==> src/rtl/byte_lane_mem_ctrl.sv <==
// rtl/byte_lane_mem_ctrl.sv - four-lane byte RAM access controller; MISALIGN_SPLIT_EN splits word-crossing accesses
module byte_lane_mem_ctrl #(
    parameter int AW    = 10,
    parameter int LANES = 4
) (
    input  logic                clk,
    input  logic                rst_n,
    input  logic                req_valid,
    output logic                req_ready,
    input  logic                req_we,
    input  logic [1:0]          req_size,
    input  logic                req_uns,
    input  logic [AW+1:0]       req_addr,
    input  logic [31:0]         req_wdata,
    output logic                resp_valid,
    output logic [31:0]         resp_rdata,
    output logic                resp_err,
    output logic [LANES*AW-1:0] lane_addr,
    output logic [8*LANES-1:0]  lane_d,
    output logic [LANES-1:0]    lane_we,
    output logic [LANES-1:0]    lane_sel,
    input  logic [8*LANES-1:0]  lane_q
);

    typedef enum logic [1:0] {
        S_IDLE = 2'd0,
        S_ACC0 = 2'd1,
`ifdef MISALIGN_SPLIT_EN
        S_ACC1 = 2'd2,
`endif
        S_RESP = 2'd3
    } state_t;

    state_t        r_state;
    state_t        w_state_next;
    logic          r_we;
    logic [1:0]    r_size;
    logic          r_uns;
    logic [AW+1:0] r_addr;
    logic [31:0]   r_wdata;
    logic          r_err;
    logic [31:0]   r_rbuf;

    logic [2:0]    w_req_n;
    logic          w_req_err;
    logic [2:0]    w_n;
    logic [AW-1:0] w_word;
    logic [1:0]    w_off;
    logic          w_use;
    logic [31:0]   w_cap;
    logic          w_accept;

    function automatic logic [2:0] size_to_n(input logic [1:0] s);
        case (s)
            2'b00:   return 3'd1;
            2'b01:   return 3'd2;
            2'b10:   return 3'd4;
            default: return 3'd0;
        endcase
    endfunction

    assign w_req_n  = size_to_n(req_size);
    assign w_n      = size_to_n(r_size);
    assign w_word   = r_addr[AW+1:2];
    assign w_accept = (r_state == S_IDLE) && req_valid;

`ifdef MISALIGN_SPLIT_EN
    logic [2:0]    w_sum;
    logic          w_cross;
    logic [AW-1:0] w_word1;

    assign w_sum     = {1'b0, r_addr[1:0]} + w_n;
    assign w_cross   = (w_sum > 3'd4);
    // Natural AW-bit overflow wraps the top word back to word 0.
    assign w_word1   = w_word + 1'b1;
    assign w_req_err = (req_size == 2'b11);
`else
    logic [2:0] w_req_sum;

    assign w_req_sum = {1'b0, req_addr[1:0]} + w_req_n;
    assign w_req_err = (req_size == 2'b11) || (w_req_sum > 3'd4);
`endif

    always_comb begin
        w_state_next = r_state;
        case (r_state)
            S_IDLE: begin
                if (req_valid) begin
                    w_state_next = w_req_err ? S_RESP : S_ACC0;
                end
            end
            S_ACC0: begin
`ifdef MISALIGN_SPLIT_EN
                w_state_next = w_cross ? S_ACC1 : S_RESP;
`else
                w_state_next = S_RESP;
`endif
            end
`ifdef MISALIGN_SPLIT_EN
            S_ACC1: w_state_next = S_RESP;
`endif
            S_RESP: w_state_next = S_IDLE;
            default: w_state_next = S_IDLE;
        endcase
    end

    // Lane i carries access byte (i - lane0) mod 4; ACC0 owns lanes at or above
    // the start lane, ACC1 owns the wrapped-around lanes in the next word.
    always_comb begin
        lane_sel  = '0;
        lane_we   = '0;
        lane_d    = '0;
        lane_addr = '0;
        w_cap     = r_rbuf;
        w_off     = '0;
        w_use     = 1'b0;
        for (int i = 0; i < LANES; i++) begin
            w_off = 2'(i) - r_addr[1:0];
            w_use = 1'b0;
            lane_addr[i*AW +: AW] = w_word;
            if ({1'b0, w_off} < w_n) begin
                if (r_state == S_ACC0 && 2'(i) >= r_addr[1:0]) begin
                    w_use = 1'b1;
                end
`ifdef MISALIGN_SPLIT_EN
                if (r_state == S_ACC1 && 2'(i) < r_addr[1:0]) begin
                    w_use = 1'b1;
                    lane_addr[i*AW +: AW] = w_word1;
                end
`endif
            end
            if (w_use) begin
                lane_sel[i]        = 1'b1;
                lane_we[i]         = r_we;
                lane_d[8*i +: 8]   = r_wdata[{w_off, 3'b000} +: 8];
                w_cap[{w_off, 3'b000} +: 8] = lane_q[8*i +: 8];
            end
        end
    end

    always_comb begin
        resp_rdata = '0;
        if (r_state == S_RESP && !r_err && !r_we) begin
            case (r_size)
                2'b00:   resp_rdata = {{24{~r_uns & r_rbuf[7]}}, r_rbuf[7:0]};
                2'b01:   resp_rdata = {{16{~r_uns & r_rbuf[15]}}, r_rbuf[15:0]};
                2'b10:   resp_rdata = r_rbuf;
                default: resp_rdata = '0;
            endcase
        end
    end

    assign req_ready  = (r_state == S_IDLE);
    assign resp_valid = (r_state == S_RESP);
    assign resp_err   = (r_state == S_RESP) && r_err;

    always_ff @(posedge clk or negedge rst_n) begin
        if (!rst_n) begin
            r_state <= S_IDLE;
            r_we    <= 1'b0;
            r_size  <= '0;
            r_uns   <= 1'b0;
            r_addr  <= '0;
            r_wdata <= '0;
            r_err   <= 1'b0;
            r_rbuf  <= '0;
        end else begin
            r_state <= w_state_next;
            if (w_accept) begin
                r_we    <= req_we;
                r_size  <= req_size;
                r_uns   <= req_uns;
                r_addr  <= req_addr;
                r_wdata <= req_wdata;
                r_err   <= w_req_err;
                r_rbuf  <= '0;
            end
`ifdef MISALIGN_SPLIT_EN
            if (r_state == S_ACC0 || r_state == S_ACC1) begin
`else
            if (r_state == S_ACC0) begin
`endif
                r_rbuf <= w_cap;
            end
        end
    end

endmodule

==> config.mk <==
export PLATFORM = sky130hd
export DESIGN_NAME = byte_lane_mem_ctrl
export DESIGN_NICKNAME = d
export VERILOG_FILES = /design/src/rtl/byte_lane_mem_ctrl.sv
export SDC_FILE = /design/constraint.sdc
export NUM_CORES = 1
export LEC_CHECK = 0
export BUFFER_PORTS_ARGS = -buffer_cell sky130_fd_sc_hd__buf_2
export CAP_MARGIN = 5
export CORE_ASPECT_RATIO = 0.6
export CORE_UTILIZATION = 45
export DETAILED_ROUTE_END_ITERATION = 8
export GPL_TIMING_DRIVEN = 0
export PLACE_DENSITY = 0.74
export SYNTH_ARGS = -nofsm -noshare
export SYNTH_HDL_FRONTEND = slang
export SYNTH_SLANG_ARGS = --single-unit
==> constraint.sdc <==
create_clock -name clk -period 4.7 [get_ports clk]
set_input_delay 0.235 -clock clk [delete_from_list [all_inputs] [get_ports clk]]
set_output_delay 0.235 -clock clk [all_outputs]
set_load 0.03 [all_outputs]
==> results of run 1 <==
-- area by class of cell --
cell class / count / area, um2
fill: 1490 / 6700
clock buffer: 10 / 229
tap: 203 / 254
inverter: 28 / 105
multi-input combinational: 621 / 4640
clock inverter: 6 / 71.3
sequential: 83 / 2080
buffer: 111 / 613
timing repair buffer: 199 / 1030
-- worst min path at each step --
stage,from,endpoint,depth (start not counted)
6_report,req_we,r_we,3
5_1_grt,req_addr[9],r_addr[9],2
4_1_cts,req_we,r_we,3
3_5_place_dp,rst_n,r_rbuf[11],1
3_3_place_gp,req_we,r_we,3
2_1_floorplan,rst_n,r_addr[0],0
-- kinds of logic (layout without fill, tap and decap cells) --
logic type,after synthesis,after routing
multiplexers,78,78
adder cells (fa/ha/maj),13,13
flip-flops,83,83
AND/OR/NAND/NOR,293,293
AO/OA/AOI/OAI,237,237
buffers and inverters,140,354
-- sequential cells by signal, summed over array words and instances (netlist names) --
name,cells
r_rbuf,32
r_wdata,32
r_err,1
r_addr,12
r_size,2
r_uns,1
r_we,1
r_state,2
-- metal layers --
layer	share of wire	global-route usage	wire, um
met1	0.46	0.554	14300
met2	0.38	0.477	11500
met3	0.14	0.129	4430
met4	0.016	0.0755	480
met5	0	0	0
-- critical path, delay by kind of cell, from the launching register on --
family | cells | cell delay (ns)
buffers and inverters | 8 | 1.95
and+or+nand+nor | 2 | 0.66
adders and majority gates | 2 | 0.60
DFF | 1 | 0.50
AOI/OAI and AO/OA | 1 | 0.16
-- through the flow --
stage / area [um2] / setup TNS [ns] / hold WS (ns) / setup WS [ns] / power [mW]
floorplan: 7430 / 0 / -0.0606 / 0.817 / 5.04
finish: 9020 / 0 / 0.105 / 0.247 / 7.43
global placement: 8670 / -3.08 / 0.443 / -0.185 / 6.44
CTS: 9020 / 0 / 0.0934 / 0.146 / 7.28
global route: 9020 / 0 / 0.112 / 0.0663 / 7.80
detailed placement: 8700 / -6.66 / 0.166 / -0.345 / 6.51
-- synth_stat cells, types with 13 or more instances --
cell type   n  area, um2
nor3b_1    17        128
nor2b_1    13       81.3
nor3_1     22        110
buf_4      42        315
o21ai_0    50        250
a31oi_1    18        113
a221oi_1   17        149
nand2_1    82        308
and3_1     20        125
nand2b_1   14       87.6
clkbuf_1   43        161
nor2_1     41        154
nand3_1    17       85.1
mux2_2     45        507
and2_1     20        125
a21oi_1    54        270
inv_1      24       90.1
o211ai_1   23        173
buf_2      24        120
mux4_2     32        721
nor4_1     13       81.3
dfrtp_1    83       2080
-- report_power, final --
group / internal [mW] / switching [mW]
Sequential: 1.03 / 0.367
Combinational: 1.96 / 3.32
Clock: 0.418 / 0.340
Total: 3.41 / 4.02
-- what timing repair did --
| action | CTS | global route |
|---|---|---|
| hold buffers | 1 | 0 |
| hold endpoints to repair | 22 | 0 |
| pin swaps | 0 | 0 |
| endpoints found under the setup margin | 38 | 8 |
| gates resized for setup | 2 | 2 |
| setup buffers | 0 | 0 |
==> run metrics, run 1 <==
CP Data Required Time 4.47 ns; slowest stage cell, crit path dfrtp_1; Seq/Total Area, Yosys 0.279; H-tree levels 3; # setup viols final 0; Worst Skew 0.0121 ns; ys flop type dfrtp_1; warnings from Yosys 0; post-synthesis simple-gate area fraction 0.209; xor and xnor area share after synthesis 0; Max stage delay on crit path 0.50 ns; CP Data Arrival Time 4.22 ns; ys async rst share 1.00; critical path class reg2out; GRT Resource Usage Total 0.362; CTS Buf Count 9; Sink Count 83; final non-filler cell total 1261; Synth Area in Compound Gates 0.225; clk root buf clkbuf_16; Synth Instances 844; internal reg-to-reg setup slack 0.41 ns; CP Max Fanout 19; Synth Register Bits 83; RSZ-0062 raised after global routing false; synth-to-layout area growth 21.3%; # IOs 198; DRC 0; initial DRC count 1181; mean post-synth cell area 8.81 um2; vias 8032; Post-DRT Antenna Nets 0; commonest non-fill, non-tap cell in the layout buf_2; Core Footprint 15700 um2; commonest non-fill, non-tap cells in the layout buf_2 (221), dfrtp_1 (83), nand2_1 (82); Cell Rows 35; routed len/inst 24.4 um; period utilisation layout 0.948; Initial Utilization 0.473; post-synth net total 940; EDFF count, synth 0; clock slew at reported path FFs 0.08 ns; HP Class in2reg; Leak 3.85 nW; die area 17100 um2; Max Transition Viols Final 0; r2r worst-path depth 11; CTS tree yes; Post-Synthesis Cell Area 7430 um2; First-pass DRT Iterations 6; proportion of layout cells with a drive suffix above 1 0.365; GR Overflow Total 0; Crit. Startpoint r_addr[1]; first-pass GRT wire length 45600 um; Via density 6.37; GP Congestion 1.06; max cap viols 0; Critical Path Start Type register; largest net degree at the start of global routing 62; antenna violations before repair 0; chip width 168 um; r2r startpoint r_addr[1]; final hold vios 0; Cell variety after synth 67; max frequency 225 MHz; Die Ht 102 um; worst reg2reg endpoint r_rbuf[19]; pwr dens 824 nW/um2; Tmin final 4.45 ns; crit-path cells buf_2 > inv_1 > ha_1 > buf_2 > buf_2 > inv_1 > ha_1 > nor3_2 > o31ai_4 > inv_2 > buf_2 > and2_1 > buf_2; number of global-route vias before repair 7448; Final #Nets 1149; Critical Path End lane_d[18]; largest family of logic cells by synthesized area compound AO/OA/AOI/OAI gates; Max clock buf depth 2; total wire length 30700 um; slew margin rel. 0.203; n_diodes 0; Buffers on Ports 197; final core utilization 0.574; endpoint class of the critical path primary output; multiplexer area fraction after synthesis 0.166; actual slew at the worst max-slew pin 1.19 ns; hpwl dp 23900 um; adder-cell area share of the yosys netlist 0.0229; most used cell, CP buf_2; Worst-Skew Late Latency 0.35 ns; Placed Cells 1245; outcome completed; peak supply drop 0.514 mV
(Power assumes the default switching activity.)
==> run 2, diff against run 1 <==
==> config.mk (replaced) <==
export PLATFORM = sky130hd
export DESIGN_NAME = byte_lane_mem_ctrl
export DESIGN_NICKNAME = d
export VERILOG_FILES = /design/src/rtl/byte_lane_mem_ctrl.sv
export SDC_FILE = /design/constraint.sdc
export NUM_CORES = 1
export LEC_CHECK = 0
export CAP_MARGIN = 5
export CORE_ASPECT_RATIO = 0.6
export CORE_UTILIZATION = 45
export DETAILED_ROUTE_END_ITERATION = 8
export DONT_BUFFER_PORTS = 1
export GPL_TIMING_DRIVEN = 0
export PLACE_DENSITY = 0.64
export SYNTH_ARGS = -nofsm -noshare
export SYNTH_HDL_FRONTEND = slang
export SYNTH_SLANG_ARGS = --single-unit
==> run 2 against run 1 <==
  * First-iteration DRC count fell by 28%
  * Total power fell by 3.8%
  * Sequential cell count unchanged
  * Cell area is 10% lower
  * Worst hold slack worse by 0.096 ns
  * Largest cell class unchanged
  * Sequential share of layout area increased by 2.6 points
  * Cell count shrank 15%
  * Critical path type unchanged
  * Register-to-register slack lost 0.03 ns
==> run metrics, run 2 (synthesis results as in run 1) <==
synth-to-layout area growth 8.80% (was 21.3%); Worst-Skew Late Latency 0.35 ns (about the same); Post-DP Area 7690 um2 (was 8700 um2); DRC 0 (unchanged); commonest non-fill, non-tap cells in the layout dfrtp_1 (83), nand2_1 (82), a21oi_1 (54) (was buf_2 (221), dfrtp_1 (83), nand2_1 (82)); clk root buf clkbuf_16 (unchanged); CP Max Fanout 10 (was 19); pwr dens 883 nW/um2 (was 824 nW/um2); CTS Buf Count 9 (unchanged); Sink Count 83 (unchanged); Placed Cells 1047 (was 1245); # IOs 198 (unchanged); Max Transition Viols Final 0 (unchanged); actual slew at the worst max-slew pin 1.10 ns (was 1.19 ns); critical path class reg2out (unchanged); proportion of layout cells with a drive suffix above 1 0.225 (was 0.365); CP Data Arrival Time 4.24 ns (was 4.22 ns); Via density 6.85 (was 6.37); Core Footprint 15700 um2 (unchanged); routed len/inst 28.0 um (was 24.4 um); Tmin final 4.47 ns (was 4.45 ns); final hold vios 0 (unchanged); hpwl dp 23100 um (was 23900 um); vias 7311 (was 8032); H-tree levels 3 (unchanged); Buffers on Ports 0 (was 197); Worst Skew 0.00921 ns (was 0.0121 ns); GR Overflow Total 0 (unchanged); # setup viols final 0 (unchanged); slew margin rel. 0.264 (was 0.203); RSZ-0062 raised after global routing false (unchanged); die area 17100 um2 (unchanged); period utilisation layout 0.951 (was 0.948); clock slew at reported path FFs 0.07 ns (was 0.08 ns); initial DRC count 854 (was 1181); chip width 168 um (unchanged); fill count 1514 (was 1490); final core utilization 0.515 (was 0.574); CTS tree yes (unchanged); peak supply drop 0.429 mV (was 0.514 mV); largest net degree at the start of global routing 84 (was 62); Die Ht 102 um (unchanged); max cap viols 0 (unchanged); outcome completed (unchanged); final non-filler cell total 1067 (was 1261); total wire length 29900 um (was 30700 um); Leak 2.99 nW (was 3.85 nW); GP Congestion 1.01 (was 1.06); multi-input logic area 4660 um2 (was 4640 um2); Post-DRT Antenna Nets 0 (unchanged); fin area 8090 um2 (was 9020 um2); endpoint class of the critical path primary output (unchanged); commonest non-fill, non-tap cell in the layout dfrtp_1 (was buf_2); first-pass GRT wire length 43900 um (was 45600 um); Max clock buf depth 2 (unchanged); Register Area 2080 um2 (unchanged); First-pass DRT Iterations 5 (was 6); Cell Rows 35 (unchanged); Largest regs r_rbuf (32), r_wdata (32), r_addr (12) (unchanged); GRT Resource Usage Total 0.355 (was 0.362); CP Data Required Time 4.47 ns (about the same); HP Class in2reg (unchanged); max frequency 224 MHz (was 225 MHz); post-CTS setup buffers 0 (unchanged); Critical Path Start Type register (unchanged); antenna violations before repair 1 (was 0); number of global-route vias before repair 6715 (was 7448); Final #Nets 954 (was 1149); Initial Utilization 0.473 (unchanged)
run 2: final timing paths:
| path | start | endpoint | slack (ns) | depth (start not counted) |
|---|---|---|---|---|
| worst max register to register | r_addr[1] | r_rbuf[23] | 0.38 | 13 |
| worst max-delay path | r_addr[1] | lane_d[18] | 0.23 | 13 |
| worst min-delay path | req_we | r_we | 0.009 | 2 |
| max in group asynchronous | rst_n | r_rbuf[0] | 3.89 | 2 |
| worst min register to register | r_rbuf[23] | r_rbuf[23] | 0.54 | 2 |
| min in group asynchronous | rst_n | r_wdata[12] | 0.46 | 2 |
run 2: routing by layer:
metal,vias to the layer above,GRT usage,part of all wire
li1,3152,-,-
met1,3634,0.541,0.48
met2,490,0.454,0.38
met3,35,0.145,0.13
met4,0,0.0741,0.015
met5,-,0,0
run 2: final cells by class:
class,count,area share
diodes,2,0.000619
well taps,203,0.0314
multi-input cells,621,0.576
clock inverters,5,0.0105
clock buffers,10,0.0295
inverters,28,0.0130
plain buffers,112,0.0767
flip-flops and latches,83,0.257
repair buffers,3,0.00588
run 2: per-stage QoR:
| step | setup WS (ns) | power (mW) | hold WS, ns | setup TNS (ns) |
|---|---|---|---|---|
| 6_report | 0.229 | 7.15 | 0.00918 | 0 |
| 5_1_grt | 0.00585 | 7.53 | 0.0120 | 0 |
| 4_1_cts | 0.0648 | 7.03 | 0.00432 | 0 |
| 3_5_place_dp | -0.410 | 6.18 | -0.0587 | -7.97 |
| 3_3_place_gp | -0.372 | 6.14 | -0.0585 | -6.59 |
| 2_1_floorplan | 0.817 | 5.04 | -0.0606 | 0 |
run 2: power breakdown:
| group | total [mW] | internal (mW) | switching [mW] |
|---|---|---|---|
| sequential | 1.39 | 1.03 | 0.362 |
| combinational | 4.96 | 1.75 | 3.21 |
| clock | 0.798 | 0.481 | 0.317 |
run 2: worst max-delay path, stage by stage, from the launching register on:
cell and delay, ns:
dfrtp_1 0.46, buf_2 0.34, clkbuf_2 0.37, inv_1 0.21, ha_1 0.31, buf_2 0.19, buf_2 0.28, inv_1 0.12
ha_1 0.33, nor2_2 0.33, o31ai_4 0.16, inv_2 0.12, clkbuf_4 0.29, and2_1 0.36
run 2: repair_timing:
item	in CTS	in global routing
endpoints found under the hold margin	84	0
hold buffers	3	0
setup endpoints to repair	49	8
gates resized for setup	4	7
==> run 3, diff against run 2 <==
--- a/config.mk
+++ b/config.mk
@@ -8,6 +8,7 @@
 export CAP_MARGIN = 5
 export CORE_ASPECT_RATIO = 0.6
 export CORE_UTILIZATION = 45
+export CTS_BUF_LIST = sky130_fd_sc_hd__clkbuf_4 sky130_fd_sc_hd__clkbuf_8
 export DETAILED_ROUTE_END_ITERATION = 8
 export DONT_BUFFER_PORTS = 1
 export GPL_TIMING_DRIVEN = 0
==> run 3 against run 2 <==
  * Register-to-register slack gained 0.02 ns
  * Die area is the same
  * Count of clock-buffer cells in the layout is the same
  * Setup slack lost 0.034 ns
  * Non-clock buffer count grew 29
  * Cell area grew 2.4%
  * Largest cell class unchanged
  * First-iteration DRC count grew 34%
  * Highest routed layer unchanged
  * Clock power shrank 23%
  * Cell count grew 2.8%
  * Clock skew grew 0.0091 ns
  * Via count grew 2.1%
  * Total power shrank 2.1%
==> run metrics, run 3 (synthesis results as in run 1) <==
fill count 1487 (was 1514); CP Data Arrival Time 4.27 ns (was 4.24 ns); Initial Utilization 0.473 (unchanged); multi-input logic area 4660 um2 (unchanged); met3 GRT Util 0.147 (was 0.145); proportion of layout cells with a drive suffix above 1 0.218 (was 0.225); CP Data Required Time 4.47 ns (about the same); slowest stage cell, crit path dfrtp_1 (unchanged); delay-heaviest family, CP buffers and inverters (unchanged); met2 usage 0.469 (was 0.454); crit-path cells buf_2 > buf_2 > inv_1 > ha_1 > buf_2 > buf_2 > inv_1 > ha_1 > nor2_2 > o31ai_4 > inv_2 > clkbuf_4 > and2_1 (was buf_2 > clkbuf_2 > inv_1 > ha_1 > buf_2 > buf_2 > inv_1 > ha_1 > nor2_2 > o31ai_4 > inv_2 > clkbuf_4 > and2_1); Register Area 2080 um2 (unchanged); first-pass GRT wire length 44400 um (was 43900 um); Via density 6.81 (was 6.85); hold path depth 1 (was 2); outcome completed (unchanged); vias 7468 (was 7311); WHS 0.0135 ns (was 0.00918 ns); most used cell, CP buf_2 (unchanged); pwr dens 845 nW/um2 (was 883 nW/um2); critical path class reg2out (unchanged); period utilisation layout 0.959 (was 0.951); Tmin final 4.51 ns (was 4.47 ns); First-pass DRT Iterations 5 (unchanged); Max clock buf depth 2 (unchanged); Hold Crit Start req_wdata[3] (was req_we); CP Buf/Inv Count 8 (unchanged); CP Max Fanout 10 (unchanged); endpoint class of the critical path primary output (unchanged); synth-to-layout area growth 11.4% (was 8.80%); Largest regs r_rbuf (32), r_wdata (32), r_addr (12) (unchanged); hpwl dp 23100 um (unchanged); antenna violations before repair 1 (unchanged); Buffers on Ports 0 (unchanged); max frequency 222 MHz (was 224 MHz); Leak 3.06 nW (was 2.99 nW); HP Class in2reg (unchanged); die area 17100 um2 (unchanged); GP Congestion 1.01 (unchanged); r2r startpoint r_addr[1] (unchanged); CTS Buf Count 9 (unchanged); Worst Skew 0.0183 ns (was 0.00921 ns); Critical Path Start Type register (unchanged); final core utilization 0.527 (was 0.515); slew margin rel. 0.245 (was 0.264); DRC 0 (unchanged); largest net degree at the start of global routing 84 (unchanged); grt peak-use layer met1 (unchanged); Sink Count 83 (unchanged); final hold vios 0 (unchanged); commonest non-fill, non-tap cells in the layout dfrtp_1 (83), nand2_1 (82), a21oi_1 (54) (unchanged); final non-filler cell total 1097 (was 1067); number of global-route vias before repair 6838 (was 6715); Post-DRT Antenna Nets 0 (unchanged); GRT Resource Usage Total 0.358 (was 0.355); initial DRC count 1144 (was 854); Max Transition Viols Final 0 (unchanged); # IOs 198 (unchanged); Max stage delay on crit path 0.46 ns (about the same); clock slew at reported path FFs 0.09 ns (was 0.07 ns); worst reg2reg endpoint r_rbuf[7] (was r_rbuf[23]); chip width 168 um (unchanged); H-tree levels 3 (unchanged); # setup viols final 0 (unchanged); r2r worst-path depth 13 (unchanged); max cap viols 0 (unchanged); Cell Rows 35 (unchanged); commonest non-fill, non-tap cell in the layout dfrtp_1 (unchanged); RSZ-0062 raised after global routing false (unchanged); GR Overflow Total 0 (unchanged); total wire length 30500 um (was 29900 um); Core Footprint 15700 um2 (unchanged); actual slew at the worst max-slew pin 1.13 ns (was 1.10 ns); clk root buf clkbuf_8 (was clkbuf_16); internal reg-to-reg setup slack 0.40 ns (was 0.38 ns); routed len/inst 27.8 um (was 28.0 um); peak supply drop 0.487 mV (was 0.429 mV); met1 Usage GRT 0.539 (was 0.541); Worst-Skew Late Latency 0.38 ns (was 0.35 ns); Placed Cells 1047 (unchanged); CTS tree yes (unchanged); Hold Crit Endpoint r_wdata[3] (was r_we); Die Ht 102 um (unchanged); Final #Nets 983 (was 954)
[run 3: changes by cell type in the layout (fill, tap and decap cells not counted)]
cell	delta
buf_2	+1
clkbuf_16	-9
clkbuf_2	-1
clkbuf_8	+9
diode_2	+1
dlygate4sd3_1	+29
[run 3: worst register-to-register path, stage by stage, from the launching register on]
cell and delay, ns:
dfrtp_1 0.46, buf_2 0.34, buf_2 0.36, inv_1 0.22, ha_1 0.31, buf_2 0.20, buf_2 0.29, inv_1 0.12
ha_1 0.33, or2_2 0.31, a311oi_1 0.59, a21oi_1 0.30, a31oi_1 0.25, o211ai_1 0.11
[run 3: repair_timing]
action / CTS / global route
hold buffers: 28 / 4
endpoints found under the hold margin: 109 / 4
setup endpoints to repair: 49 / 8
resized for setup: 4 / 8
pin swaps: 0 / 0
setup buffers: 0 / 0
[run 3: worst max-delay path by stage]
stage | startpoint | end | slack [ns] | depth (start not counted)
after detailed placement | r_addr[1] | lane_d[17] | -0.41 | 13
after floorplan | r_addr[1] | lane_d[16] | 0.82 | 13
after CTS | r_addr[1] | lane_d[17] | 0.03 | 13
final | r_addr[1] | lane_d[19] | 0.19 | 13
after global routing | r_addr[1] | lane_d[19] | 0.005 | 13
after global placement | r_addr[1] | lane_d[17] | -0.37 | 13
[run 3: through the flow]
step	cell area [um2]	setup TNS, ns	total power [mW]	setup WS (ns)
floorplan	7430	0	5.04	0.817
global placement	7690	-6.59	6.14	-0.372
detailed placement	7690	-7.97	6.18	-0.410
CTS	8220	0	6.85	0.0308
global route	8280	0	7.36	0.00499
finish	8280	0	6.99	0.195
[run 3: area by class of cell]
type                    count  area share
well taps                 203      0.0307
repair buffers             32      0.0408
inverters                  28      0.0127
diodes                      3    0.000907
clock buffers              10      0.0166
plain buffers             112      0.0749
clock inverters             5      0.0103
multi-input cells         621       0.562
flip-flops and latches     83       0.251
[run 3: layer usage]
metal  vias up  part of all wire
met4         0             0.014
li1       3210                 -
met2       534              0.38
met3        34              0.14
met1      3690              0.46
met5         -                 0
[run 3: power by group]
| part | switching (mW) | internal (mW) | leakage (nW) |
|---|---|---|---|
| Clock | 0.295 | 0.315 | 0.109 |
| Combinational | 3.24 | 1.76 | 1.91 |
| Sequential | 0.362 | 1.03 | 1.04 |
